--- src/rtl/instr_encode_pkg.sv ---
// Shared types for the RV32I encoder: format enum, NOP word and the decoded-fields struct.
// Opcode encodings mirror opcode.vh and are defined here only if it has not already been included.
`ifndef XLEN
`define XLEN 32
`endif
`ifndef LUI
`define LUI   7'b0110111
`define AUIPC 7'b0010111
`define JAL   7'b1101111
`define JALR  7'b1100111
`define B     7'b1100011
`define LOAD  7'b0000011
`define STORE 7'b0100011
`define I     7'b0010011
`define R     7'b0110011
`endif

package instr_encode_pkg;

   typedef enum logic [2:0] {FMT_U, FMT_J, FMT_I, FMT_S, FMT_B, FMT_R, FMT_BAD} fmt_e;

   localparam logic [31:0] NOP = 32'h0000_0013;

   // Immediates are sign-extended to this width so one packer serves any XLEN up to 64.
   localparam int IMM_W = 64;

   typedef struct packed {
      logic [6:0]       opcode;
      logic [4:0]       rd;
      logic [4:0]       rs1;
      logic [4:0]       rs2;
      logic [2:0]       funct3;
      logic [6:0]       funct7;
      logic [IMM_W-1:0] imm;
   } fields_t;

   function automatic fmt_e fmt_of(input logic [6:0] op);
      fmt_e fmt;
      case (op)
         `LUI, `AUIPC:       fmt = FMT_U;
         `JAL:               fmt = FMT_J;
         `JALR, `LOAD, `I:   fmt = FMT_I;
         `STORE:             fmt = FMT_S;
         `B:                 fmt = FMT_B;
         `R:                 fmt = FMT_R;
         default:            fmt = FMT_BAD;
      endcase
      return fmt;
   endfunction

endpackage

--- src/rtl/instr_pack.sv ---
// Combinational field packer: decoded fields -> 32-bit instruction word plus error flag.
// IMM_CHECK_EN adds immediate range checking; without it immediates truncate silently.
module instr_pack
   import instr_encode_pkg::*;
(
   input  fields_t     f,
   output logic [31:0] instr,
   output logic        err
);

   fmt_e             fmt;
   logic             shift;
   logic             range_err;
   logic [IMM_W-1:0] imm;

   assign fmt   = fmt_of(f.opcode);
   assign imm   = f.imm;
   // SLLI/SRLI/SRAI carry funct7 in the upper bits and a 5-bit shamt.
   assign shift = (f.opcode == `I) && (f.funct3[1:0] == 2'b01);

   always_comb begin
      instr = NOP;
      case (fmt)
         FMT_U: instr = {imm[31:12], f.rd, f.opcode};
         FMT_J: instr = {imm[20], imm[10:1], imm[11], imm[19:12], f.rd, f.opcode};
         FMT_I: instr = shift ? {f.funct7, imm[4:0], f.rs1, f.funct3, f.rd, f.opcode}
                              : {imm[11:0], f.rs1, f.funct3, f.rd, f.opcode};
         FMT_S: instr = {imm[11:5], f.rs2, f.rs1, f.funct3, imm[4:0], f.opcode};
         FMT_B: instr = {imm[12], imm[10:5], f.rs2, f.rs1, f.funct3, imm[4:1], imm[11], f.opcode};
         FMT_R: instr = {f.funct7, f.rs2, f.rs1, f.funct3, f.rd, f.opcode};
         default: instr = NOP;
      endcase
   end

`ifdef IMM_CHECK_EN
   always_comb begin
      range_err = 1'b0;
      case (fmt)
         FMT_U: range_err = (imm[11:0] != '0);
         FMT_J: range_err = (imm[IMM_W-1:20] != {(IMM_W-20){imm[20]}}) || imm[0];
         FMT_I: range_err = shift ? (imm[IMM_W-1:5] != '0)
                                  : (imm[IMM_W-1:11] != {(IMM_W-11){imm[11]}});
         FMT_S: range_err = (imm[IMM_W-1:11] != {(IMM_W-11){imm[11]}});
         FMT_B: range_err = (imm[IMM_W-1:12] != {(IMM_W-12){imm[12]}}) || imm[0];
         default: range_err = 1'b0;
      endcase
   end
`else
   logic unused_imm_hi;
   assign range_err     = 1'b0;
   assign unused_imm_hi = ^imm[IMM_W-1:32];
`endif

   assign err = (fmt == FMT_BAD) | range_err;

endmodule

--- src/rtl/instr_encode.sv ---
// Streaming encoder: 1-cycle latency through an output register with one skid slot behind it;
// in_ready is registered (skid empty), so a stalled output absorbs exactly one extra word. IMM_CHECK_EN enables range checks.
module instr_encode
   import instr_encode_pkg::*;
#(
   parameter int XLEN = `XLEN
)
(
   input  logic            clk,
   input  logic            rst,
   input  logic            clear,
   input  logic            in_valid,
   output logic            in_ready,
   input  logic [6:0]      in_opcode,
   input  logic [4:0]      in_rd,
   input  logic [4:0]      in_rs1,
   input  logic [4:0]      in_rs2,
   input  logic [2:0]      in_funct3,
   input  logic [6:0]      in_funct7,
   input  logic [XLEN-1:0] in_imm,
   output logic            out_valid,
   input  logic            out_ready,
   output logic [31:0]     out_instr,
   output logic [XLEN-1:0] out_addr,
   output logic            out_err,
   output logic            err_sticky
);

   fields_t     f;
   logic [31:0] p_instr;
   logic        p_err;
   logic        skid_vld;
   logic [31:0] skid_instr;
   logic        skid_err;
   logic        in_fire;
   logic        out_fire;

   assign f = '{opcode: in_opcode, rd: in_rd, rs1: in_rs1, rs2: in_rs2,
                funct3: in_funct3, funct7: in_funct7, imm: IMM_W'($signed(in_imm))};

   instr_pack u_pack (
      .f     (f),
      .instr (p_instr),
      .err   (p_err)
   );

   assign in_ready = ~skid_vld;
   assign in_fire  = in_valid & in_ready;
   assign out_fire = out_valid & out_ready;

   always_ff @(posedge clk) begin
      if (rst || clear) begin
         out_valid  <= 1'b0;
         out_instr  <= '0;
         out_err    <= 1'b0;
         out_addr   <= '0;
         err_sticky <= 1'b0;
         skid_vld   <= 1'b0;
         skid_instr <= '0;
         skid_err   <= 1'b0;
      end else begin
         if (out_fire) begin
            out_addr   <= out_addr + XLEN'(4);
            err_sticky <= err_sticky | out_err;
         end
         // Output register is free this cycle: refill from skid first to keep acceptance order.
         if (out_fire || !out_valid) begin
            if (skid_vld) begin
               out_valid <= 1'b1;
               out_instr <= skid_instr;
               out_err   <= skid_err;
               skid_vld  <= 1'b0;
            end else if (in_fire) begin
               out_valid <= 1'b1;
               out_instr <= p_instr;
               out_err   <= p_err;
            end else begin
               out_valid <= 1'b0;
            end
         end else if (in_fire) begin
            skid_vld   <= 1'b1;
            skid_instr <= p_instr;
            skid_err   <= p_err;
         end
      end
   end

endmodule

--- config.mk ---
export PLATFORM = sky130hd
export DESIGN_NAME = instr_encode
export DESIGN_NICKNAME = d
export VERILOG_FILES = /design/src/rtl/instr_encode_pkg.sv /design/src/rtl/instr_pack.sv /design/src/rtl/instr_encode.sv
export SDC_FILE = /design/constraint.sdc
export NUM_CORES = 1
export LEC_CHECK = 0
export ABC_AREA = 1
export CAP_MARGIN = 10
export CORE_ASPECT_RATIO = 0.7
export CORE_MARGIN = 2
export CORE_UTILIZATION = 30
export CTS_BUF_LIST = sky130_fd_sc_hd__clkbuf_4 sky130_fd_sc_hd__clkbuf_8
export DETAILED_ROUTE_END_ITERATION = 6
export PLACE_DENSITY = 0.63
export SETUP_SLACK_MARGIN = 0.02
export SKIP_CTS_REPAIR_TIMING = 1
export SYNTH_ARGS = -nofsm -noshare
export SYNTH_HDL_FRONTEND = slang
export SYNTH_HIERARCHICAL = 1
export SYNTH_SLANG_ARGS = --single-unit
--- constraint.sdc ---
create_clock -name clk -period 6.44 [get_ports clk]
set_input_delay 1.288 -clock clk [delete_from_list [all_inputs] [get_ports clk]]
set_output_delay 1.288 -clock clk [all_outputs]
set_load 0.01 [all_outputs]
---- Word-level counts from Yosys, hierarchy flattened ----
Cells that the tools add are included.
storage, ports and cells
  register bits after elaboration ......... 101
  output and inout port bits .............. 68
  word-level logic and storage cells ...... 50
operators by class
  add/subtract/negate cells ............... 1
  equality and inequality tests ........... 16
  mux-type cells .......................... 9
  bitwise gates (word level) .............. 5
  reductions and logical operators ........ 11
operator list
  cell                                                             count
  32-bit case mux with 6 select lines                              1
  32-bit two-way mux                                               3
  32-bit by 3-bit adder with 32-bit output, second input constant  1
  7-bit by 6-bit == test with 1-bit output, second input constant  3
  7-bit == test, second input constant                             3
  3-bit case mux with 6 select lines                               1
  7-bit by 5-bit == test with 1-bit output, second input constant  2
  3-bit == test, second input constant                             3
  7-bit by 2-bit == test with 1-bit output, second input constant  1
  3-bit by 2-bit == test with 1-bit output, second input constant  2
  1-bit two-way mux                                                4
  2-bit AND reduction                                              2
  2-bit OR reduction                                               2
  3-bit by 1-bit == test with 1-bit output, second input constant  1
  3-bit zero test                                                  1
  3-bit OR reduction                                               1
  1-bit bitwise AND                                                2
  2-bit by 1-bit == test with 1-bit output, second input constant  1
  1-bit logical OR                                                 2
  1-bit NOT                                                        2
  2-bit nonzero test                                               1
  1-bit logical AND                                                1
  1-bit zero test                                                  1
  1-bit OR                                                         1

---- Logic depth before layout (Yosys ltp) ----
Gate-level depths: netlist (run 1).
  depth after elaboration ................. 7
  gate-level depth with buffers ........... 19
  depth with buffers taken out ............ 18

---- Cells and area by module ----
The synthesis (run 1) kept the hierarchy.
by module, submodules not included
  module        instances  cells each  area each (µm²)
  instr_encode  1          603         4306.6
  instr_pack    1          265         1256.2

---- Least setup slack after synthesis (run 1) ----
OpenSTA, ideal clock, no wires.
  kind .................................... input port to flip-flop
  from .................................... input in_opcode[3]
  to ...................................... register out_instr[31]
  setup time .............................. 0.074 ns
  arrival time ............................ 3.085 ns
  slack ................................... 3.281 ns
  stages .................................. 17
  path buffers ............................ 1
  path through ............................ inv_1 nand2_1 nor2_2 nand2_1 nand3_4 inv_1 ha_1 nand2_1 nor2_4 nor2_8 nand2_4 nand2_4 inv_2 buf_4 nor2_1 nand2_1 a31oi_1
between the ends
  longest elaborated chain between the ends .. 7
RTL lines
  item                                                      line                    text
  start, declared                                           instr_encode.sv:14      input logic [6:0] in_opcode,
  7-bit == test, or another cell as far along               instr_encode_pkg.sv:39  case (op)
  3-bit OR reduction or 2-bit OR reduction (tied branches)  instr_encode_pkg.sv:39
  3-bit case mux with 6 select lines                        instr_encode_pkg.sv:39
  3-bit == test, or another cell as far along               instr_pack.sv:23        case (fmt)
  32-bit case mux with 6 select lines *                     instr_pack.sv:23
  via p_instr[31]                                           instr_encode.sv:30      logic [31:0] p_instr;
  32-bit two-way mux *                                      instr_encode.sv:73      end else if (in_fire) begin
  32-bit two-way mux *                                      instr_encode.sv:68      if (skid_vld) begin
  end signal, assigned                                      instr_encode.sv:70      out_instr <= skid_instr;
  end signal, assigned                                      instr_encode.sv:75      out_instr <= p_instr;
  end, declared                                             instr_encode.sv:23      output logic [31:0] out_instr,
The timed path passes the listed nets; every way through them passes the cells marked *. The select of a mux whose other input is x is not followed.
A chain may end at the register's enable or synchronous reset.

---- Final worst setup path (run 1) ----
  from .................................... input in_opcode[6]
  to ...................................... register out_instr[16]
between the ends
  longest elaborated chain between the ends .. 7
RTL lines
  item                                                      line
  7-bit == test, or another cell as far along               instr_encode_pkg.sv:39
  3-bit OR reduction or 2-bit OR reduction (tied branches)  instr_encode_pkg.sv:39
  3-bit case mux with 6 select lines *                      instr_encode_pkg.sv:39
  3-bit == test, or another cell as far along               instr_pack.sv:23
  32-bit case mux with 6 select lines *                     instr_pack.sv:23
  via p_instr[16]                                           instr_encode.sv:30
  32-bit two-way mux *                                      instr_encode.sv:73
  32-bit two-way mux *                                      instr_encode.sv:68
Marks and branches as above.

==> metrics.md, run 1 <==
| Metric | Value |
|---|---|
| Worst-margin pin slew | `approximately 0.80 ns` |
| Leakage Power | `roughly 2.6 nW` |
| Asr flop ratio synth | `0%` |
| WL final | `16.72 mm` |
| Global-route wire length before repair | `27.43 mm` |
| # IOs | `about 140` |
| Slew Limit Fails | `0` |
| RSZ-0062 raised after global routing | `false` |
| Final Critical Period | `between 3 and 4 ns` |
| Worst r2r src | `skid_vld` |
| Setup-failing EPs final | `0` |
| Rows | `roughly 40` |
| Reg2reg end | `skid_err` |
| Global route overflow | `0` |
| Worst-path clk slew | `0.10 ns` |
| EDFF count, synth | `0` |
| Pre-antenna DRT Iters | `5` |
| Worst IR drop on VDD | `85.32 µV` |
| Initial core utilization | `a little under a third` |
| Vias per cell | `roughly 4.8` |
| Most frequent CP cell | `nand2_1` |
| Sequential share of the synthesized area | `between 30 and 40%` |
| Layout Nets | `about 1,100` |
| Fmax achieved | `between 200 and 300 MHz` |
| Hold WC Path Type | `flop to flop` |
| Fin util | `between 30 and 40%` |
| Status | `complete, no violations` |
| Num CTS Buffers | `9` |
| CTS tree | `done` |
| Port bufs | `134` |
| WS Path Type | `input port to flop` |
| Endpoints failing hold | `0` |
| Design Area, Final | `7216 µm²` |
| Antenna cells | `0` |
| Clk buf depth | `2` |
| CP max stage cell | `clkdlybuf4s50_1` |
| Syn_area_per_cell | `6.409 µm²` |
| Total Power | `~1.2 mW` |
| Htree depth | `3` |
| DP Area | `7032 µm²` |
| Total negative slack | `0 ns` |
| HP Start | `skid_instr[19]` |
| Yosys warnings | `6` |
| Worst skew pair latency | `around 0.38 ns` |
| WP data required | `6.75 ns` |
| Initial antenna violation count | `0` |
| R2r setup slk | `approximately 3.4 ns` |
| Initial DRC Count | `between 500 and 600` |
| Synth Register Bits | `99` |
| WHS Path Cells | `2` |
| CP peak stage delay | `0.57 ns` |
| Max cap viols | `0` |
| Worst-case reg-to-reg path depth | `6` |
| Crit path buffers/inverters | `2` |
| Post-synth top flop | `dfxtp_1` |
| Clock root cell | `clkbuf_8` |
| Syn Std Cell Area | `5563 µm²` |
| Skew final | `0.01837 ns` |
| Crit share post-route | `roughly 59%` |
| Largest net degree at the start of global routing | `between 60 and 70` |
| Routability cong. | `0.8444` |
| Worst-path maximum fanout | `18` |
| GRT Total Usage | `between 15 and 20%` |
| Post-route DRC | `0` |
| Crit path DAT | `just over 4 ns` |
| Die ar. | `around 20,000 µm²` |
| Chip height | `~120 µm` |
| Top Family by Delay on Critical Path | `simple AND/OR/NAND/NOR gates` |
| PwrDens | `161.5 nW/µm²` |
| Gate Count Post-Synth | `868` |
| Max_slew headroom | `between 40% and 50%` |
| Post-DP HPWL | `between 10 and 15 mm` |
| Vias in the first global route | `between 5,000 and 6,000` |
| Die Wd | `166.8 µm` |
| Worst path depth | `14` |
| DR WL/cell | `13.67 µm` |
| Area growth syn-to-layout | `29.71%` |
| CP Capture Type | `flop` |
| Clock tree sinks | `99` |
| Distinct cells, synth | `33` |
| Layout cells sized above 1 | `6.890%` |
| Vias | `between 5,000 and 6,000` |
| CP endpoint | `out_instr[16]` |
| Sequence of cells on the critical path | `clkdlybuf4s50_1, inv_1, nand2_1, o21ai_0, nand2_1, ha_1, nand2_1, nor2_4, nor2_8, nand2_4, nand3_1, o21ai_0, nand2_1, a31oi_1` |
| ANT nets after route | `0` |
| Core area | `between 15,000 and 20,000 µm²` |
| Critical path launch point | `in_opcode[6]` |
| Worst setup SP type | `input port` |
cells by family (layout without fill, tap and decap cells):
group           count (synthesis)  count (layout)  synth area share (%)
other cells                     1               2               0.06741
flops                          99              99                 35.63
buf+inv                       118             236                 9.424
compound gates                149             149                 14.39
fa+ha+maj                       2               2                0.4498
simple gates                  498             498                 39.88
xor+xnor                        1               1                0.1575
worst min path at each step:
| stage | to |
|---|---|
| 2_1_floorplan | skid_instr[10] |
| 3_3_place_gp | skid_instr[6] |
| 3_5_place_dp | skid_instr[19] |
| 4_1_cts | skid_instr[19] |
| 5_1_grt | skid_instr[24] |
| 6_report | skid_instr[19] |
through the flow:
stage          hold slack [ns]  worst slack (ns)  instances
5_1_grt                 0.4816             2.308       1223
4_1_cts                 0.4699             2.608       1223
6_report                0.4678             2.611       1223
2_1_floorplan           0.4445             3.281        869
3_5_place_dp            0.4553             2.213       1207
3_3_place_gp            0.4526             2.239       1207
layer usage:
layer  share of wire (%)  vias to the layer above  global-route usage, %
li1                    -                     3033                      -
met1                  52                     2610                  26.17
met2                  41                      177                  24.59
met3                 6.1                       11                  3.430
met4                0.65                        0                  2.532
met5                   0                        -                      0
Yosys cell counts (4+ instances only):
library cell	n	area share, %
nand2_1	279	19
dfxtp_1	99	36
nor2_1	98	6.6
inv_1	72	4.9
nand3_1	58	5.2
a21oi_1	51	4.6
o21ai_0	50	4.5
a31oi_1	33	3.7
nand4_1	19	2.1
clkbuf_1	12	0.81
o21ai_1	11	0.99
buf_2	10	0.90
nor2_4	10	2.0
inv_2	7	0.47
nand3_2	7	1.3
nor2_2	7	0.79
nor3_1	7	0.63
buf_6	6	1.2
buf_4	5	0.67
nand2_4	5	1.0
nand2_2	4	0.45
final cells by class:
type	instances	area (µm²)
Multi-Input combinational cell	652	3070
Timing Repair Buffer	138	1371
Fill cell	1888	10890
Clock inverter	5	38.79
Tap cell	236	295.3
Sequential cell	99	1982
Inverter	82	312.8
Clock buffer	11	145.1
tightest hold or removal path: stages (launching register included):
cell and delay [ns]:
dfxtp_1 0.32, nand2_1 0.06, a21oi_1 0.05
state kept, by name, summed over array words and instances (netlist names):
register    count
out_err         1
out_addr       30
skid_instr     32
out_valid       1
err_sticky      1
skid_err        1
skid_vld        1
out_instr      32
where the power goes:
group	internal, mW	switching [mW]	total [mW]
registers	0.621	0.00623	0.627
logic	0.0697	0.0807	0.150
clock network	0.157	0.231	0.388
total	0.847	0.318	1.17
placed cells by master (no fill, tap or decap), types with 2 or more instances in the layout:
cell type	n
nand2_4	5
conb_1	2
inv_1	72
o21ai_1	11
ha_1	2
clkbuf_8	10
nor2_4	12
a31oi_1	33
inv_2	7
clkinv_4	3
nand3_1	58
nand2_1	279
clkdlybuf4s50_1	134
nor2_2	5
dfxtp_1	99
nand4_1	19
clkinv_2	3
a21oi_1	51
nand3_2	7
a21oi_2	3
nor2_1	98
nand2_2	4
buf_4	4
o21ai_0	50
nor3_1	7
No activity file was read; power rests on OpenSTA's default activity.
==> run 2: changes to the inputs <==
- PLACE_DENSITY: 0.63 -> 0.65
- clock period: 6.44 -> 3.3 ns (I/O delays scaled with it)
==> run 2 against run 1 <==
  * Sequential cell count stayed put
  * Global-route usage is 0.40 points higher
  * Wire length is 2.2% higher
  * Clock power is 94% higher
  * Clock skew is 0.0029 ns lower
  * Critical path depth is 3 higher
  * Utilization is 0.53 points higher
  * Cell area is 1.3% higher
  * Via count is 2.2% higher
  * Sequential share of layout area is 0.36 points lower
  * Register-to-register slack worse by 2.0 ns
  * Die area stayed put
  * Critical path type unchanged
  * Largest power group unchanged
==> metrics.md, run 2 (synthesis gave the netlist of run 1 again) <==
| Metric | Value |
|---|---|
| Clk buf depth | `2 (unchanged)` |
| Fill cell count | `1,922 (+1.8%)` |
| Max_slew headroom | `57.19% (+11 points)` |
| Final Critical Period | `2.883 ns` |
| Hold WC Path Type | `flop to flop` |
| Routability cong. | `0.8194 (-3.0%)` |
| PwrDens | `311.8 nW/µm² (+93%)` |
| Worst skew pair latency | `0.38 ns (about the same)` |
| GRT Total Usage | `17.39% (+0.40 points)` |
| Top Family by Delay on Critical Path | `simple AND/OR/NAND/NOR gates` |
| CTS tree | `done` |
| DR WL/cell | `13.82 µm (+1.1%)` |
| CP max stage cell | `clkdlybuf4s50_1` |
| Flop pwr share | `53.7% (about the same)` |
| CP peak stage delay | `0.56 ns (about the same)` |
| WL final | `17.08 mm (+2.2%)` |
| Worst-path maximum fanout | `8 (-10)` |
| Htree depth | `3 (unchanged)` |
| NetSw | `0.6388 mW (+100%)` |
| Most common cell after layout, fill and taps aside | `nand2_1` |
| Max cap viols | `0 (unchanged)` |
| WP data required | `3.60 ns (-3.15 ns)` |
| Core area | `18,110 µm² (unchanged)` |
| Die Wd | `166.8 µm (unchanged)` |
| Rows | `41 (unchanged)` |
| Vias per cell | `4.821 (+1.1%)` |
| Crit path DAT | `3.18 ns (-0.96 ns)` |
| CP Capture Type | `flop` |
| Vias in the first global route | `5,467 (+4.5%)` |
| Area of the multi-input gates | `3070 µm² (unchanged)` |
| Largest net degree at the start of global routing | `67 (unchanged)` |
| Clock root cell | `clkbuf_8` |
| Sequence of cells on the critical path | `clkdlybuf4s50_1, inv_1, nand2_1, nor2_2, nand2_1, nand3_4, inv_1, ha_1, nand2_1, nor2_4, nor2_8, nand2_4, nand3_1, o21ai_0, buf_4, nand2_1, a31oi_1` |
| Setup-failing EPs final | `0 (unchanged)` |
| Worst-margin pin slew | `0.6422 ns (-0.1582 ns)` |
| Crit share post-route | `slightly below 90%` |
| Layout cells sized above 1 | `8.100% (+1.2 points)` |
| Worst-path clk slew | `0.09 ns (about the same)` |
| Skew final | `0.01547 ns (-0.002907 ns)` |
| # IOs | `137 (unchanged)` |
| RSZ-0062 raised after global routing | `false` |
| Worst IR drop on VDD | `205.6 µV (+140%)` |
| Post-route DRC | `0 (unchanged)` |
| Endpoints failing hold | `0 (unchanged)` |
| Port bufs | `134 (unchanged)` |
| Initial core utilization | `30.72% (unchanged)` |
| Antenna cells | `0 (unchanged)` |
| Num CTS Buffers | `9 (unchanged)` |
| Global-route wire length before repair | `28.08 mm (+2.4%)` |
| Layout Nets | `1,066 (+1.2%)` |
| Chip height | `117.9 µm (unchanged)` |
| Fmax achieved | `346.8 MHz` |
| Clock power share | `33.1% (-0.2 points)` |
| Reg area | `1982 µm² (unchanged)` |
| Most frequent CP cell | `nand2_1` |
| Total negative slack | `0 ns (unchanged)` |
| Worst setup SP type | `input port` |
| Largest regs | `out_instr x32, skid_instr x32, out_addr x30` |
| WS Path Type | `input port to flop` |
| Part of the power in combinational logic | `13.3% (+0.4 points)` |
| Crit path buffers/inverters | `4 (+2)` |
| Switching share of power | `28.02% (+0.77 points)` |
| Fin util | `40.38% (+0.53 points)` |
| Slew Limit Fails | `0 (unchanged)` |
| P_int | `1.641 mW (+94%)` |
| Initial DRC Count | `393 (-31%)` |
| Area growth syn-to-layout | `31.44%` |
| Status | `complete, no violations` |
| Post-DP HPWL | `12.51 mm (+2.7%)` |
| Leakage Power | `2.705 nW (+2.4%)` |
| Initial antenna violation count | `0 (unchanged)` |
| Vias | `5,959 (+2.2%)` |
| ANT nets after route | `0 (unchanged)` |
| Clock tree sinks | `99 (unchanged)` |
| Commonest non-fill, non-tap cells in the layout | `nand2_1 (279), clkdlybuf4s50_1 (134), dfxtp_1 (99), nor2_1 (98), inv_1 (72)` |
| Die ar. | `19,670 µm² (unchanged)` |
| Pre-antenna DRT Iters | `5 (unchanged)` |
| Global route overflow | `0 (unchanged)` |
[run 2: cell types whose count changed in the layout (fill, tap and decap cells not counted), sizes merged]
| cell | previous run | this run |
|---|---|---|
| buf | 4 | 17 |
| clkinv | 6 | 4 |
| clkbuf | 11 | 9 |
| inv | 80 | 84 |
[run 2: worst reg2reg max path, cell delays in order (launching register included)]
cell and delay, ns:
dfxtp_1 0.59, inv_2 0.08, buf_4 0.27, nand3_2 0.15, clkinv_2 0.40, nand2_1 0.21, a21oi_1 0.08
[run 2: worst paths after layout]
path                                      from              to  slack (ns)  cells past startpoint
worst max-delay path              in_opcode[3]   out_instr[19]        0.42                     17
worst min-delay path            skid_instr[16]  skid_instr[16]        0.47                      2
worst max register to register        skid_vld  skid_instr[26]        1.40                      6
worst min register to register  skid_instr[16]  skid_instr[16]        0.47                      2
[run 2: metrics by stage]
| stage | hold slack (ns) | power [mW] | std cells | cell area (µm²) | setup slack, ns |
|---|---|---|---|---|---|
| 6_report | 0.4693 | 2.280 | 1236 | 7312 | 0.4167 |
| 5_1_grt | 0.4852 | 2.377 | 1236 | 7312 | 0.1508 |
| 4_1_cts | 0.4708 | 2.301 | 1236 | 7312 | 0.4529 |
| 3_5_place_dp | 0.4551 | 1.551 | 1220 | 7129 | 0.06255 |
| 3_3_place_gp | 0.4524 | 1.550 | 1220 | 7129 | 0.08828 |
| 2_1_floorplan | 0.4445 | 1.385 | 869 | 5567 | 0.7686 |
[run 2: cell type report]
type / count / share of cell area, %
Tap cell: 236 / 4.038
Clock buffer: 9 / 1.694
Clock inverter: 7 / 0.8042
Timing Repair Buffer: 151 / 20.09
Inverter: 82 / 4.278
Sequential cell: 99 / 27.10
Multi-Input combinational cell: 652 / 41.99
[run 2: metal layers]
layer / global-route usage (%) / vias up / share of wire [%]
met2: 25.96 / 182 / 42
li1: - / 3071 / -
met3: 3.598 / 8 / 5.8
met4: 2.856 / 0 / 0.44
met5: 0 / - / 0
met1: 25.98 / 2698 / 52
[run 2: power by group through the flow]
stage,Clock (mW),Sequential [mW],Combinational (mW)
floorplan,0,1.25,0.131
global placement,0,1.25,0.299
detailed placement,0,1.25,0.301
CTS,0.776,1.22,0.302
global route,0.820,1.23,0.331
finish,0.754,1.22,0.302
